**src/rtl/stream_pack_sched_pkg.sv**
```systemverilog
// rtl/stream_pack_sched_pkg.sv - shared constants and state type for the packer scheduler
package stream_pack_sched_pkg;

  localparam int ACT_DATA_WIDTH = 8;
  localparam int N_DIM_ARRAY    = 4;
  localparam int BEAT_WIDTH     = ACT_DATA_WIDTH * N_DIM_ARRAY;

  typedef enum logic [1:0] {
    ARB    = 2'd0,
    SECOND = 2'd1,
    PAD    = 2'd2
  } sched_state_e;

endpackage

```
**src/rtl/stream_pack_rr_arb.sv**
```systemverilog
// rtl/stream_pack_rr_arb.sv - 2-way round-robin selector, combinational
module stream_pack_rr_arb (
  input  logic [1:0] valid,
  input  logic       rr_ptr,
  output logic       sel,
  output logic       any_valid
);

  // Prefer the requester at rr_ptr; fall back to the other one when it is idle.
  always_comb begin
    any_valid = |valid;
    sel       = rr_ptr;
    if (!valid[rr_ptr] && valid[~rr_ptr]) begin
      sel = ~rr_ptr;
    end
  end

endmodule

```
**src/rtl/stream_pack_sched.sv**
```systemverilog
// rtl/stream_pack_sched.sv - pair-atomic scheduler in front of the 32b-to-64b packer; optional STREAM_PACK_SCHED_STATS_EN adds statistics counters
module stream_pack_sched #(
  parameter int ACT_DATA_WIDTH = stream_pack_sched_pkg::ACT_DATA_WIDTH,
  parameter int ADDR_WIDTH     = 32,
  parameter int CNT_WIDTH      = 16
) (
  input  logic                        clk,
  input  logic                        reset,
  input  logic                        req0_valid,
  input  logic [4*ACT_DATA_WIDTH-1:0] req0_word,
  input  logic                        req0_last,
  output logic                        req0_ready,
  input  logic                        req1_valid,
  input  logic [4*ACT_DATA_WIDTH-1:0] req1_word,
  input  logic                        req1_last,
  output logic                        req1_ready,
  input  logic [ADDR_WIDTH-1:0]       cfg_base0,
  input  logic [ADDR_WIDTH-1:0]       cfg_base1,
  input  logic                        cfg_load,
  input  logic                        out_ready,
  output logic                        pk_input_en,
  output logic [4*ACT_DATA_WIDTH-1:0] pk_input_word,
  output logic [ADDR_WIDTH-1:0]       pk_input_addr,
  output logic                        pk_owner,
`ifdef STREAM_PACK_SCHED_STATS_EN
  output logic [CNT_WIDTH-1:0]        stat_pairs0,
  output logic [CNT_WIDTH-1:0]        stat_pairs1,
  output logic [CNT_WIDTH-1:0]        stat_pads,
`endif
  output logic                        busy
);

  import stream_pack_sched_pkg::*;

  localparam int W = 4 * ACT_DATA_WIDTH;

  sched_state_e state, state_nxt;
  logic owner, owner_nxt;
  logic rr_ptr, rr_nxt;
  logic [ADDR_WIDTH-1:0] addr0, addr1;

  logic sel, any_valid;
  logic hs0, hs1, hs;
  logic beat_src, beat_last;
  logic [W-1:0] beat_word;
  logic pad_emit, pair_done, load_now, emit, emit_owner;

  stream_pack_rr_arb u_arb (
    .valid     ({req1_valid, req0_valid}),
    .rr_ptr    (rr_ptr),
    .sel       (sel),
    .any_valid (any_valid)
  );

  // Ready is granted only to the arbitration winner in ARB and only to the owner in SECOND.
  always_comb begin
    req0_ready = 1'b0;
    req1_ready = 1'b0;
    case (state)
      ARB: begin
        if (out_ready && any_valid && !cfg_load) begin
          req0_ready = !sel;
          req1_ready = sel;
        end
      end
      SECOND: begin
        if (out_ready) begin
          req0_ready = !owner;
          req1_ready = owner;
        end
      end
      default: begin
      end
    endcase
  end

  // Handshake decode and the beat/owner that will be presented to the packer.
  always_comb begin
    hs0        = req0_valid && req0_ready;
    hs1        = req1_valid && req1_ready;
    hs         = hs0 || hs1;
    beat_src   = hs1;
    beat_word  = hs1 ? req1_word : req0_word;
    beat_last  = hs1 ? req1_last : req0_last;
    pad_emit   = (state == PAD) && out_ready;
    pair_done  = ((state == SECOND) && hs) || pad_emit;
    load_now   = (state == ARB) && cfg_load;
    emit       = hs || pad_emit;
    emit_owner = (state == ARB) ? beat_src : owner;
  end

  // Next-state logic: a pair is always closed by a second beat or a pad before re-arbitrating.
  always_comb begin
    state_nxt = state;
    owner_nxt = owner;
    rr_nxt    = rr_ptr;
    case (state)
      ARB: begin
        if (hs) begin
          owner_nxt = beat_src;
          state_nxt = beat_last ? PAD : SECOND;
        end
      end
      SECOND: begin
        if (hs) begin
          rr_nxt    = ~owner;
          state_nxt = ARB;
        end
      end
      PAD: begin
        if (out_ready) begin
          rr_nxt    = ~owner;
          state_nxt = ARB;
        end
      end
      default: state_nxt = ARB;
    endcase
  end

  // State, owner and round-robin pointer registers.
  always_ff @(posedge clk) begin
    if (!reset) begin
      state  <= ARB;
      owner  <= 1'b0;
      rr_ptr <= 1'b0;
    end else begin
      state  <= state_nxt;
      owner  <= owner_nxt;
      rr_ptr <= rr_nxt;
    end
  end

  // Per-requester 64b destination counters: loaded in ARB, bumped once per completed pair.
  always_ff @(posedge clk) begin
    if (!reset) begin
      addr0 <= '0;
      addr1 <= '0;
    end else if (load_now) begin
      addr0 <= cfg_base0;
      addr1 <= cfg_base1;
    end else if (pair_done) begin
      if (owner) begin
        addr1 <= addr1 + ADDR_WIDTH'(1);
      end else begin
        addr0 <= addr0 + ADDR_WIDTH'(1);
      end
    end
  end

  // Output register stage: one beat per cycle, address is the pre-increment pair address.
  always_ff @(posedge clk) begin
    if (!reset) begin
      pk_input_en   <= 1'b0;
      pk_input_word <= '0;
      pk_input_addr <= '0;
      pk_owner      <= 1'b0;
    end else begin
      pk_input_en <= emit;
      if (emit) begin
        pk_input_word <= pad_emit ? '0 : beat_word;
        pk_input_addr <= emit_owner ? addr1 : addr0;
        pk_owner      <= emit_owner;
      end
    end
  end

  assign busy = (state != ARB);

`ifdef STREAM_PACK_SCHED_STATS_EN
  // Saturating pair and pad counters, cleared together with an honoured address load.
  always_ff @(posedge clk) begin
    if (!reset || load_now) begin
      stat_pairs0 <= '0;
      stat_pairs1 <= '0;
      stat_pads   <= '0;
    end else begin
      if (pair_done && !owner && (stat_pairs0 != {CNT_WIDTH{1'b1}})) begin
        stat_pairs0 <= stat_pairs0 + CNT_WIDTH'(1);
      end
      if (pair_done && owner && (stat_pairs1 != {CNT_WIDTH{1'b1}})) begin
        stat_pairs1 <= stat_pairs1 + CNT_WIDTH'(1);
      end
      if (pad_emit && (stat_pads != {CNT_WIDTH{1'b1}})) begin
        stat_pads <= stat_pads + CNT_WIDTH'(1);
      end
    end
  end
`endif

endmodule

```
**config.mk**
```make
export PLATFORM = sky130hd
export DESIGN_NAME = stream_pack_sched
export DESIGN_NICKNAME = d
export VERILOG_FILES = /design/src/rtl/stream_pack_sched_pkg.sv /design/src/rtl/stream_pack_rr_arb.sv /design/src/rtl/stream_pack_sched.sv
export SDC_FILE = /design/constraint.sdc
export NUM_CORES = 1
export LEC_CHECK = 0
export BUFFER_PORTS_ARGS = -buffer_cell sky130_fd_sc_hd__buf_2
export CORE_ASPECT_RATIO = 1.5
export CORE_MARGIN = 5
export CORE_UTILIZATION = 30
export DETAILED_ROUTE_END_ITERATION = 12
export MAX_ROUTING_LAYER = met4
export SYNTH_ARGS = -nofsm -noshare
export SYNTH_HDL_FRONTEND = slang
export SYNTH_SLANG_ARGS = --single-unit
```
**constraint.sdc**
```tcl
create_clock -name clk -period 6.36 [get_ports clk]
set_clock_uncertainty 0.05 [all_clocks]
set_input_delay 1.272 -clock clk [delete_from_list [all_inputs] [get_ports clk]]
set_output_delay 1.272 -clock clk [all_outputs]
set_load 0.1 [all_outputs]
```
==> flow_summary.ini <==
[hold_path]
worstHoldPathType = flop to flop
hold_start = pk_input_word[24]

[setup_path]
cpPeakStageDelay_ns = 0.53
rr_endpoint = pk_input_addr[5]
reg2reg_setup_slack_ns = 3.85
crit_top_cell = buf_2
arrival_ns = 2.81
crit_start = out_ready
crit_fanout = 9
crit_path_start_kind = input port
critPathCaptureType = output pin
r2r-start = state[0]
worst-setup-path-type = input port to output pin
endpoint = req1_ready
ff2ff_path_depth = 6
required_ns = 5.04
path_cells = buf_2 > or4b_4 > a21oi_2 > a21o_1 > buf_2
cp_slowest_cell = or4b_4

[routing]
route.detailed.drc = 0
detail_route.wl_per_cell_um = 18.0
routed_wirelength_mm = 21.2
final_antenna_net_count = 0
drtIter0Drc = 258
via_per_inst = 5.16
num_vias = 6074
drtPass1Iterations = 4

[pwr]
clock_power_share = 0.422
share_comb_of_total_power = 0.170
pwr-share-seq = 0.407
switching_share = 0.309
powerDensity_mw_per_mm2 = 280
internal-power_mw = 1.62
power_mw = 2.34
p_leak_nw = 3.66
ir_drop_mv = 0.183
p_switching_uw = 724

[sta]
rsz0062_at_grt = no
worstMarginPinSlew_ns = 0.899
fin_crit_sh = 0.650
fin_setup_tns_ns = 0
max-slew-margin-rel = 0.397
finalHoldViolCount = 0
max_freq_ghz = 0.242
period_minus_slack_ns = 4.13
setup_viol_count_final = 0
maxSlewViolCount = 0

[floorplan]
die_w_um = 131
die_h_um = 192
core_sq_mm = 0.0216
num_rows = 66
die_area_sq_mm = 0.0251
initial_core_util = 0.305
io_pins = 205

[logic_synthesis]
synth_area_leaders = dfxtp_1 (41%), mux2i_1 (10%), o2bb2ai_1 (8.8%), o21ai_0 (4.7%), xnor2_1 (3.7%)
synth_edf_count = 0
yosysWarningCount = 0
synth.cell_area_sq_mm = 0.00659
avgSynthCellArea_sq_um = 9.23
synth_nets = 852
synth-seq-cells = 134
synthMostInstantiatedCell = dfxtp_1
synth-seq-area-share = 0.407
async_flop_share = 0
post-synth-top-area-cell = dfxtp_1
syn_inst = 714
synth_cell_types = 60
synth_ff_type = dfxtp_1
ys_top_cells_by_count = dfxtp_1 (134), mux2i_1 (66), o2bb2ai_1 (66)
synth_top_area_frac = 0.407

[clocking]
hold_buffers = 0
cts-resized-gates = 0
clk_pin_slew_ns = 0.05
cts_tree = built
clk_latency_ns = 0.43
cts_setup_buffers = 0
cts_sinks = 134
cts_buffers = 17
cts_buffer_depth = 2
cts_max_level = 4
cts_root_buf = clkbuf_16

[layout]
final_layout_size_suffix_gt1_frac = 0.290
fillers = 2254
area.growth.synth_to_final_pct = 26.9
nNetsFinal = 1032
n_antenna_cell = 0
finalNonFillerCells = 1178

[status]
status = finished, final reports clean

[placement]
place.gp.congestion = 0.833
portBuffers = 204
dpl.cell_count = 1147
hpwl_mm = 15.4

[global_route]
antenna_found_initial = 0
overflow = 0
track_usage = 0.169
grt_pass1_vias = 5871
grt_max_degree = 70
grt_pass1_wl_mm = 31.7

[job]
max-cap-violations = 0
==> state kept, by name (all words and copies together) (netlist names) <==
signal,count
addr0,32
addr1,32
owner,1
pk_input_addr,32
pk_input_en,1
pk_input_word,32
pk_owner,1
rr_ptr,1
state,2
==> how the worst min path moves through the flow <==
stage	endpoint	slack (ns)	depth (start not counted)
global placement	pk_input_word[23]	0.39	1
global route	pk_input_word[23]	0.42	1
CTS	pk_input_word[20]	0.41	1
detailed placement	pk_input_word[20]	0.39	1
floorplan	addr0[31]	0.42	2
finish	pk_input_word[24]	0.40	1
==> logic make-up (layout without fill, tap and decap cells) <==
family,Yosys count,count (layout),synth area share
AOI/OAI and AO/OA,213,213,0.218
muxes,68,68,0.104
buffers and inverters,66,258,0.0486
DFF,134,134,0.407
adders and majority gates,2,2,0.00380
xor gates and xnor gates,44,44,0.0585
and+or+nand+nor,187,187,0.161
==> worst max-delay path, delay by kind of cell <==
kind,cells,cell delay (ns)
AOI/OAI and AO/OA,2,0.39
and+or+nand+nor,1,0.53
buffers and inverters,2,0.61
==> metrics by stage <==
| stage | instance area (sq um) | hold slack [ns] | worst slack [ns] | utilization |
|---|---|---|---|---|
| 2_1_floorplan | 6590 | 0.419 | 1.44 | - |
| 3_3_place_gp | 7770 | 0.389 | 2.27 | 0.359 |
| 3_5_place_dp | 7770 | 0.391 | 2.24 | 0.359 |
| 4_1_cts | 8370 | 0.409 | 2.23 | 0.387 |
| 5_1_grt | 8370 | 0.422 | 2.17 | 0.387 |
| 6_report | 8370 | 0.404 | 2.23 | 0.387 |
==> per-layer routing <==
metal / part of all wire / wire length (um) / vias to the layer above / GRT usage
li1: - / - / 3036 / -
met1: 0.41 / 8740 / 2801 / 0.196
met2: 0.50 / 10600 / 206 / 0.289
met3: 0.067 / 1420 / 31 / 0.0324
met4: 0.019 / 393 / 0 / 0.0566
met5: 0 / 0 / - / -
==> cell usage in the layout (no fill, tap or decap), types with 13 or more instances in the layout <==
cell type  netlist  final
buf_2           15    204
dfxtp_1        134    134
mux2i_1         66     66
o2bb2ai_1       66     66
o21ai_0         62     62
a21oi_1         43     43
nand2_1         43     42
xnor2_1         28     28
nand4_1         23     23
nor2_1          20     20
nand3_1         19     19
clkbuf_16        0     17
xor2_1          16     16
nor3_1          17     16
inv_1           14     14
nor4_1          13     13
==> cell type report <==
cell class	instances	area, sq um	share of cell area
Multi-Input combinational cell	514	3610	0.431
Clock inverter	11	126	0.0151
Tap cell	272	340	0.0407
Timing Repair Buffer	213	1090	0.130
Sequential cell	134	2680	0.321
Inverter	14	52.6	0.00628
Clock buffer	20	467	0.0558
==> power groups by stage <==
| stage | Combinational [mW] | Sequential (mW) | Clock, mW |
|---|---|---|---|
| after floorplan | 0.168 | 1.09 | 0 |
| after global placement | 0.400 | 0.970 | 0 |
| after detailed placement | 0.403 | 0.971 | 0 |
| after CTS | 0.404 | 0.953 | 1.02 |
| after global routing | 0.429 | 0.961 | 1.05 |
| final | 0.399 | 0.954 | 0.989 |
No activity file was read; power rests on OpenSTA's default activity.
